==> config.mk <==
export PLATFORM = sky130hd
export DESIGN_NAME = muldiv_sequencer
export DESIGN_NICKNAME = d
export VERILOG_FILES = /design/src/rtl/muldiv_pkg.sv /design/src/rtl/div_step.sv /design/src/rtl/muldiv_sequencer.sv
export SDC_FILE = /design/constraint.sdc
export NUM_CORES = 2
export LEC_CHECK = 0
export BUFFER_PORTS_ARGS = -buffer_cell sky130_fd_sc_hd__buf_2
export CAP_MARGIN = 20
export CORE_ASPECT_RATIO = 0.8
export CORE_MARGIN = 3
export CORE_UTILIZATION = 65
export CTS_BUF_LIST = sky130_fd_sc_hd__clkbuf_8 sky130_fd_sc_hd__clkbuf_16
export DETAILED_ROUTE_END_ITERATION = 12
export GPL_TIMING_DRIVEN = 1
export PLACE_DENSITY = 0.82
export SYNTH_ARGS = -nofsm -noshare
export SYNTH_HDL_FRONTEND = slang
export SYNTH_SLANG_ARGS = --single-unit
export TNS_END_PERCENT = 20
==> constraint.sdc <==
create_clock -name clk -period 11.2 [get_ports clk]
set_input_delay 0.56 -clock clk [delete_from_list [all_inputs] [get_ports clk]]
set_output_delay 0.56 -clock clk [all_outputs]
set_load 0.01 [all_outputs]
==> src/rtl/muldiv_pkg.sv <==
// rtl/muldiv_pkg.sv - shared func3 codes, state encoding and helpers for the RV32M sequencer
package muldiv_pkg;

    localparam logic [2:0] F3_MUL    = 3'b000;
    localparam logic [2:0] F3_MULH   = 3'b001;
    localparam logic [2:0] F3_MULHSU = 3'b010;
    localparam logic [2:0] F3_MULHU  = 3'b011;
    localparam logic [2:0] F3_DIV    = 3'b100;
    localparam logic [2:0] F3_DIVU   = 3'b101;
    localparam logic [2:0] F3_REM    = 3'b110;
    localparam logic [2:0] F3_REMU   = 3'b111;

    typedef enum logic [2:0] {
        ST_IDLE = 3'd0,
        ST_MUL  = 3'd1,
        ST_DIV  = 3'd2,
        ST_FIX  = 3'd3,
        ST_DONE = 3'd4
    } state_t;

    function automatic int div_iters(input int steps);
        return 32 / steps;
    endfunction

    localparam int DIV_STEPS_DEFAULT = 1;
    localparam int DIV_ITERS = div_iters(DIV_STEPS_DEFAULT);

    function automatic logic [31:0] mag(input logic [31:0] v, input logic sgn);
        return (sgn && v[31]) ? (~v + 32'd1) : v;
    endfunction

endpackage

==> src/rtl/div_step.sv <==
// rtl/div_step.sv - one combinational restoring-divide step (shift in next dividend bit, trial subtract)
module div_step #(
    parameter int W = 32
) (
    input  logic [W-1:0] rem,
    input  logic [W-1:0] quo,
    input  logic [W-1:0] divisor,
    output logic [W-1:0] rem_next,
    output logic [W-1:0] quo_next
);
    logic [W:0] trial;
    logic [W:0] diff;

    // quo holds the not-yet-consumed dividend bits on the left, quotient bits fill from the right
    assign trial    = {rem, quo[W-1]};
    assign diff     = trial - {1'b0, divisor};
    assign rem_next = diff[W] ? trial[W-1:0] : diff[W-1:0];
    assign quo_next = {quo[W-2:0], ~diff[W]};
endmodule

==> src/rtl/muldiv_sequencer.sv <==
// rtl/muldiv_sequencer.sv - RV32M multiply/divide sequencer with pipeline stall and done pulse
// Optional divide/remainder result reuse: define MULDIV_REM_FUSE_EN.
module muldiv_sequencer
    import muldiv_pkg::*;
#(
    parameter int XLEN      = 32,
    parameter int DIV_STEPS = 1
) (
    input  logic            clk,
    input  logic            rst,
    input  logic            start,
    input  logic [2:0]      func3,
    input  logic [XLEN-1:0] op1,
    input  logic [XLEN-1:0] op2,
    input  logic            flush,
    output logic            stall,
    output logic            busy,
    output logic            done,
    output logic [XLEN-1:0] result
);
    localparam int ITERS = div_iters(DIV_STEPS);

    state_t            state;
    logic [1:0]        f3;
    logic [XLEN-1:0]   quo, rem, dvs;
    logic [5:0]        count;
    logic              neg_q, neg_r;

    logic              accept, sgn_in, div_zero, div_ovf, fuse_hit;
    logic [XLEN-1:0]   special_res, fuse_res, mul_res, q_fix, r_fix;
    logic [2*XLEN-1:0] ma, mb, prod;
    logic [XLEN-1:0]   rem_c [0:DIV_STEPS];
    logic [XLEN-1:0]   quo_c [0:DIV_STEPS];

    assign accept   = start && (state == ST_IDLE) && !flush;
    assign sgn_in   = !func3[0];
    assign div_zero = (op2 == '0);
    assign div_ovf  = sgn_in && (op1 == {1'b1, {(XLEN-1){1'b0}}}) && (op2 == '1);
    assign stall    = accept || (busy && !done);

    always_comb begin
        special_res = '0;
        if (div_zero)
            special_res = func3[1] ? op1 : '1;
        else
            special_res = func3[1] ? '0 : op1;
    end

    // 33x33 signed product, evaluated in 64 bits since only the low 64 bits are ever used
    assign ma      = {{XLEN{(f3 != 2'b11) & quo[XLEN-1]}}, quo};
    assign mb      = {{XLEN{!f3[1] & dvs[XLEN-1]}}, dvs};
    assign prod    = ma * mb;
    assign mul_res = (f3 == 2'b00) ? prod[XLEN-1:0] : prod[2*XLEN-1:XLEN];

    assign q_fix = neg_q ? (~quo + 1'b1) : quo;
    assign r_fix = neg_r ? (~rem + 1'b1) : rem;

    assign rem_c[0] = rem;
    assign quo_c[0] = quo;
    for (genvar i = 0; i < DIV_STEPS; i++) begin : g_step
        div_step #(.W(XLEN)) u_step (
            .rem      (rem_c[i]),
            .quo      (quo_c[i]),
            .divisor  (dvs),
            .rem_next (rem_c[i+1]),
            .quo_next (quo_c[i+1])
        );
    end

`ifdef MULDIV_REM_FUSE_EN
    logic            fuse_valid, fuse_sgn;
    logic [XLEN-1:0] fuse_op1, fuse_op2, fuse_q, fuse_r;
    assign fuse_hit = fuse_valid && (fuse_op1 == op1) && (fuse_op2 == op2) && (fuse_sgn == sgn_in);
    assign fuse_res = func3[1] ? fuse_r : fuse_q;
`else
    assign fuse_hit = 1'b0;
    assign fuse_res = '0;
`endif

    always_ff @(posedge clk or posedge rst) begin
        if (rst) begin
            state  <= ST_IDLE;
            busy   <= 1'b0;
            done   <= 1'b0;
            result <= '0;
            f3     <= '0;
            quo    <= '0;
            rem    <= '0;
            dvs    <= '0;
            count  <= '0;
            neg_q  <= 1'b0;
            neg_r  <= 1'b0;
`ifdef MULDIV_REM_FUSE_EN
            fuse_valid <= 1'b0;
            fuse_sgn   <= 1'b0;
            fuse_op1   <= '0;
            fuse_op2   <= '0;
            fuse_q     <= '0;
            fuse_r     <= '0;
`endif
        end else if (flush && (state == ST_MUL || state == ST_DIV || state == ST_FIX)) begin
            // abort leaves result untouched and never pulses done
            state <= ST_IDLE;
            busy  <= 1'b0;
            done  <= 1'b0;
`ifdef MULDIV_REM_FUSE_EN
            fuse_valid <= 1'b0;
`endif
        end else begin
            case (state)
                ST_IDLE: begin
                    if (accept) begin
                        f3   <= func3[1:0];
                        busy <= 1'b1;
                        if (func3[2] && (div_zero || div_ovf)) begin
                            result <= special_res;
                            done   <= 1'b1;
                            state  <= ST_DONE;
                        end else if (func3[2] && fuse_hit) begin
                            result <= fuse_res;
                            done   <= 1'b1;
                            state  <= ST_DONE;
                        end else if (func3[2]) begin
                            quo   <= mag(op1, sgn_in);
                            dvs   <= mag(op2, sgn_in);
                            rem   <= '0;
                            count <= 6'(ITERS);
                            neg_q <= sgn_in && (op1[XLEN-1] ^ op2[XLEN-1]);
                            neg_r <= sgn_in && op1[XLEN-1];
                            state <= ST_DIV;
`ifdef MULDIV_REM_FUSE_EN
                            fuse_valid <= 1'b0;
                            fuse_op1   <= op1;
                            fuse_op2   <= op2;
                            fuse_sgn   <= sgn_in;
`endif
                        end else begin
                            quo   <= op1;
                            dvs   <= op2;
                            state <= ST_MUL;
                        end
                    end
                end
                ST_MUL: begin
                    result <= mul_res;
                    done   <= 1'b1;
                    state  <= ST_DONE;
                end
                ST_DIV: begin
                    rem   <= rem_c[DIV_STEPS];
                    quo   <= quo_c[DIV_STEPS];
                    count <= count - 6'd1;
                    if (count == 6'd1)
                        state <= ST_FIX;
                end
                ST_FIX: begin
                    result <= f3[1] ? r_fix : q_fix;
                    done   <= 1'b1;
                    state  <= ST_DONE;
`ifdef MULDIV_REM_FUSE_EN
                    fuse_valid <= 1'b1;
                    fuse_q     <= q_fix;
                    fuse_r     <= r_fix;
`endif
                end
                default: begin
                    done  <= 1'b0;
                    busy  <= 1'b0;
                    state <= ST_IDLE;
                end
            endcase
`ifdef MULDIV_REM_FUSE_EN
            if (flush)
                fuse_valid <= 1'b0;
`endif
        end
    end
endmodule
==> flow_summary.yaml <==
status:
  status: "completed"
die:
  rows: 89
  initial_core_util: 0.664
  die_w_um: 315
  die_area_um2: 79600
  core-area_um2: 74600
  fp.dieH_um: 253
  io-pin-count: 106
synth:
  ys_top_cells_by_area: "fa_1, inv_1, dfrtp_1"
  yosysSeqAreaShare: 0.0722
  syn_inst: 5641
  synth_seq_cells: 143
  synth_top_cell_area_share: 0.455
  syn_avg_cell_area_um2: 8.78
  synthDistinctLibCells: 85
  yosysTopAreaCell: "fa_1"
  ys_warn_count: 0
  synth_nets: 7090
  synth_area_um2: 49600
  ys_async_sr_fraction: 1.00
  synthFlopType: "dfrtp_1"
  synth_edf_count: 0
layout:
  post-route-util: 0.691
  nFillCells: 5865
  fin_cells: 6568
  final_cell_mix: "inv_1, fa_1, nand2_1"
  syn_to_final_growth_pct: 4.04
  drive_above_1_share: 0.0590
  nNetsFinal: 6991
  layout.cells.most_common: "inv_1"
timing:
  max_slew.worst_pin.slew_ns: 1.15
  drv_slew: 0
  fin_crit_sh: 0.844
  rsz0062_at_grt: "no"
  period_needed_ns: 9.45
  max_slew_margin: 0.232
  fin_setup_tns_ns: 0
  fmax_ghz: 0.106
  hold_viol_final: 0
  finalSetupViolCount: 0
  fin_worst_skew_ns: 0.0121
critical_path:
  r2r_end: "result[31]$_DFFE_PP0P_"
  cp_slowest_cell: "dfrtp_1"
  start_kind: "register"
  slowest_delay_ns: 1.03
  cpLargestDelayFamily: "adder cells"
  required_ns: 11.51
  cp_max_fo: 21
  rrSetupSlack_ns: 1.75
  critPathBufInv: 5
  crit_arrival_ns: 9.77
  worstReg2RegStart: "dvs[3]$_DFFE_PP0P_"
  r2r_cells: 25
  crit_path_frequent_cell: "fa_1"
  path_class: "reg2reg"
  worstSetupEndpointType: "register"
placed_design:
  gp_congestion: 1.10
  hpwl_um: 126000
  dp_cells: 6519
  portBuffers: 105
cts:
  cts_made_buffers: 17
  post_cts_buffers: 0
  cts_buffer_depth: 2
  cts_tree: "done"
  ctsHoldBuffers: 0
  htreeDepth: 4
  clkTransAtPathRegs_ns: 0.07
  clock_sinks: 143
  post_cts_resized: 0
  clockRootBuffer: "clkbuf_16"
  insertion_delay_ns: 0.47
flow_run:
  cap_violations: 0
route:
  wl_per_cell_um: 23.8
  dr.pass1.iters: 8
  vias: 40500
  drt_iter0_drc: 5113
  via_per_inst: 6.16
  wl_um: 156000
  antenna_left: 0
  drc_errors: 0
global_route:
  grt_pass1_wl_um: 243000
  grt_max_degree: 84
  grt_remaining_overflow: 0
  grt_pass1_vias: 41600
  grt_util_all_layers: 0.406
  antenna_found_initial: 10
hold_path:
  min_path_type: "in2async"
-- cell families (layout without fill, tap and decap cells) --
| kind of cell | count (synthesis) | count (layout) | synth area share |
|---|---|---|---|
| muxes | 64 | 64 | 0.0137 |
| adders and majority gates | 1404 | 1404 | 0.524 |
| xor gates and xnor gates | 213 | 213 | 0.0376 |
| DFF | 143 | 143 | 0.0722 |
| buffers and inverters | 1501 | 1415 | 0.116 |
| AOI/OAI and AO/OA | 620 | 620 | 0.0798 |
| other | 0 | 12 | 0 |
| and+or+nand+nor | 1696 | 1696 | 0.157 |
-- sequential cells by signal, summed over array words and instances (netlist names), 2 cells and up --
| register | cells |
|---|---|
| result | 32 |
| quo | 32 |
| f3 | 2 |
| state | 3 |
| rem | 32 |
| dvs | 32 |
| count | 6 |
-- cell usage after synthesis (all sizes together) (33+ instances only) --
master / instances
nor3: 35
xnor2: 121
nor2: 235
buf: 53
o31ai: 40
o21ai: 195
mux2i: 33
inv: 1178
dfrtp: 143
fa: 1126
a21oi: 151
and2: 331
ha: 252
xor2: 92
clkbuf: 270
nand2: 901
-- metal layers --
metal	vias to the layer above	global-route usage	routed length, um
li1	16800	-	-
met1	20400	0.549	58000
met2	2684	0.589	66300
met3	509	0.152	23200
met4	9	0.175	8440
met5	-	0.0138	303
-- worst max-delay path by stage --
stage | start | to | cells past startpoint
6_report | dvs[3]$_DFFE_PP0P_ | result[31]$_DFFE_PP0P_ | 25
5_1_grt | dvs[3]$_DFFE_PP0P_ | result[31]$_DFFE_PP0P_ | 25
4_1_cts | dvs[3]$_DFFE_PP0P_ | result[28]$_DFFE_PP0P_ | 24
3_5_place_dp | dvs[3]$_DFFE_PP0P_ | result[28]$_DFFE_PP0P_ | 24
3_3_place_gp | dvs[3]$_DFFE_PP0P_ | result[28]$_DFFE_PP0P_ | 24
2_1_floorplan | quo[31]$_DFFE_PP0P_ | result[28]$_DFFE_PP0P_ | 30
-- through the flow --
stage	hold slack, ns	instance area, um^2	setup slack [ns]
after floorplan	0.450	49600	2.60
after global placement	0.470	50800	2.11
after detailed placement	0.479	50800	1.92
after CTS	0.289	51400	1.89
after global routing	0.297	51500	1.11
final	0.243	51600	1.75
-- worst reg2reg max path, stage by stage, from the launching register on --
cell and delay [ns]:
dfrtp_1 1.03, nand2_1 0.32, fa_1 0.60, fa_1 0.50
inv_1 0.07, fa_1 0.81, inv_1 0.31, fa_1 0.68
inv_1 0.48, fa_1 0.54, fa_1 0.50, fa_1 0.50
inv_1 0.05, fa_1 0.48, inv_1 0.04, ha_1 0.38
nand4_1 0.12, nor2_1 0.22, a221oi_1 0.11, o21ai_0 0.16
nand2_1 0.15, a21boi_0 0.52, o31ai_1 0.18, a32oi_1 0.26
mux2i_1 0.22, a211oi_1 0.07
-- cell type report --
class	count	area, um^2	area share
sequential	143	3590	0.0696
clock buffer	17	425	0.00825
timing repair buffer	205	1340	0.0260
multi-input combinational	3997	40300	0.781
clock inverter	15	209	0.00405
antenna	12	30.0	0.000582
tap	1001	1250	0.0243
inverter	1178	4430	0.0859
Power is not shown: default switching activity piles up to over one toggle a cycle in this logic, so the estimate is an artifact.
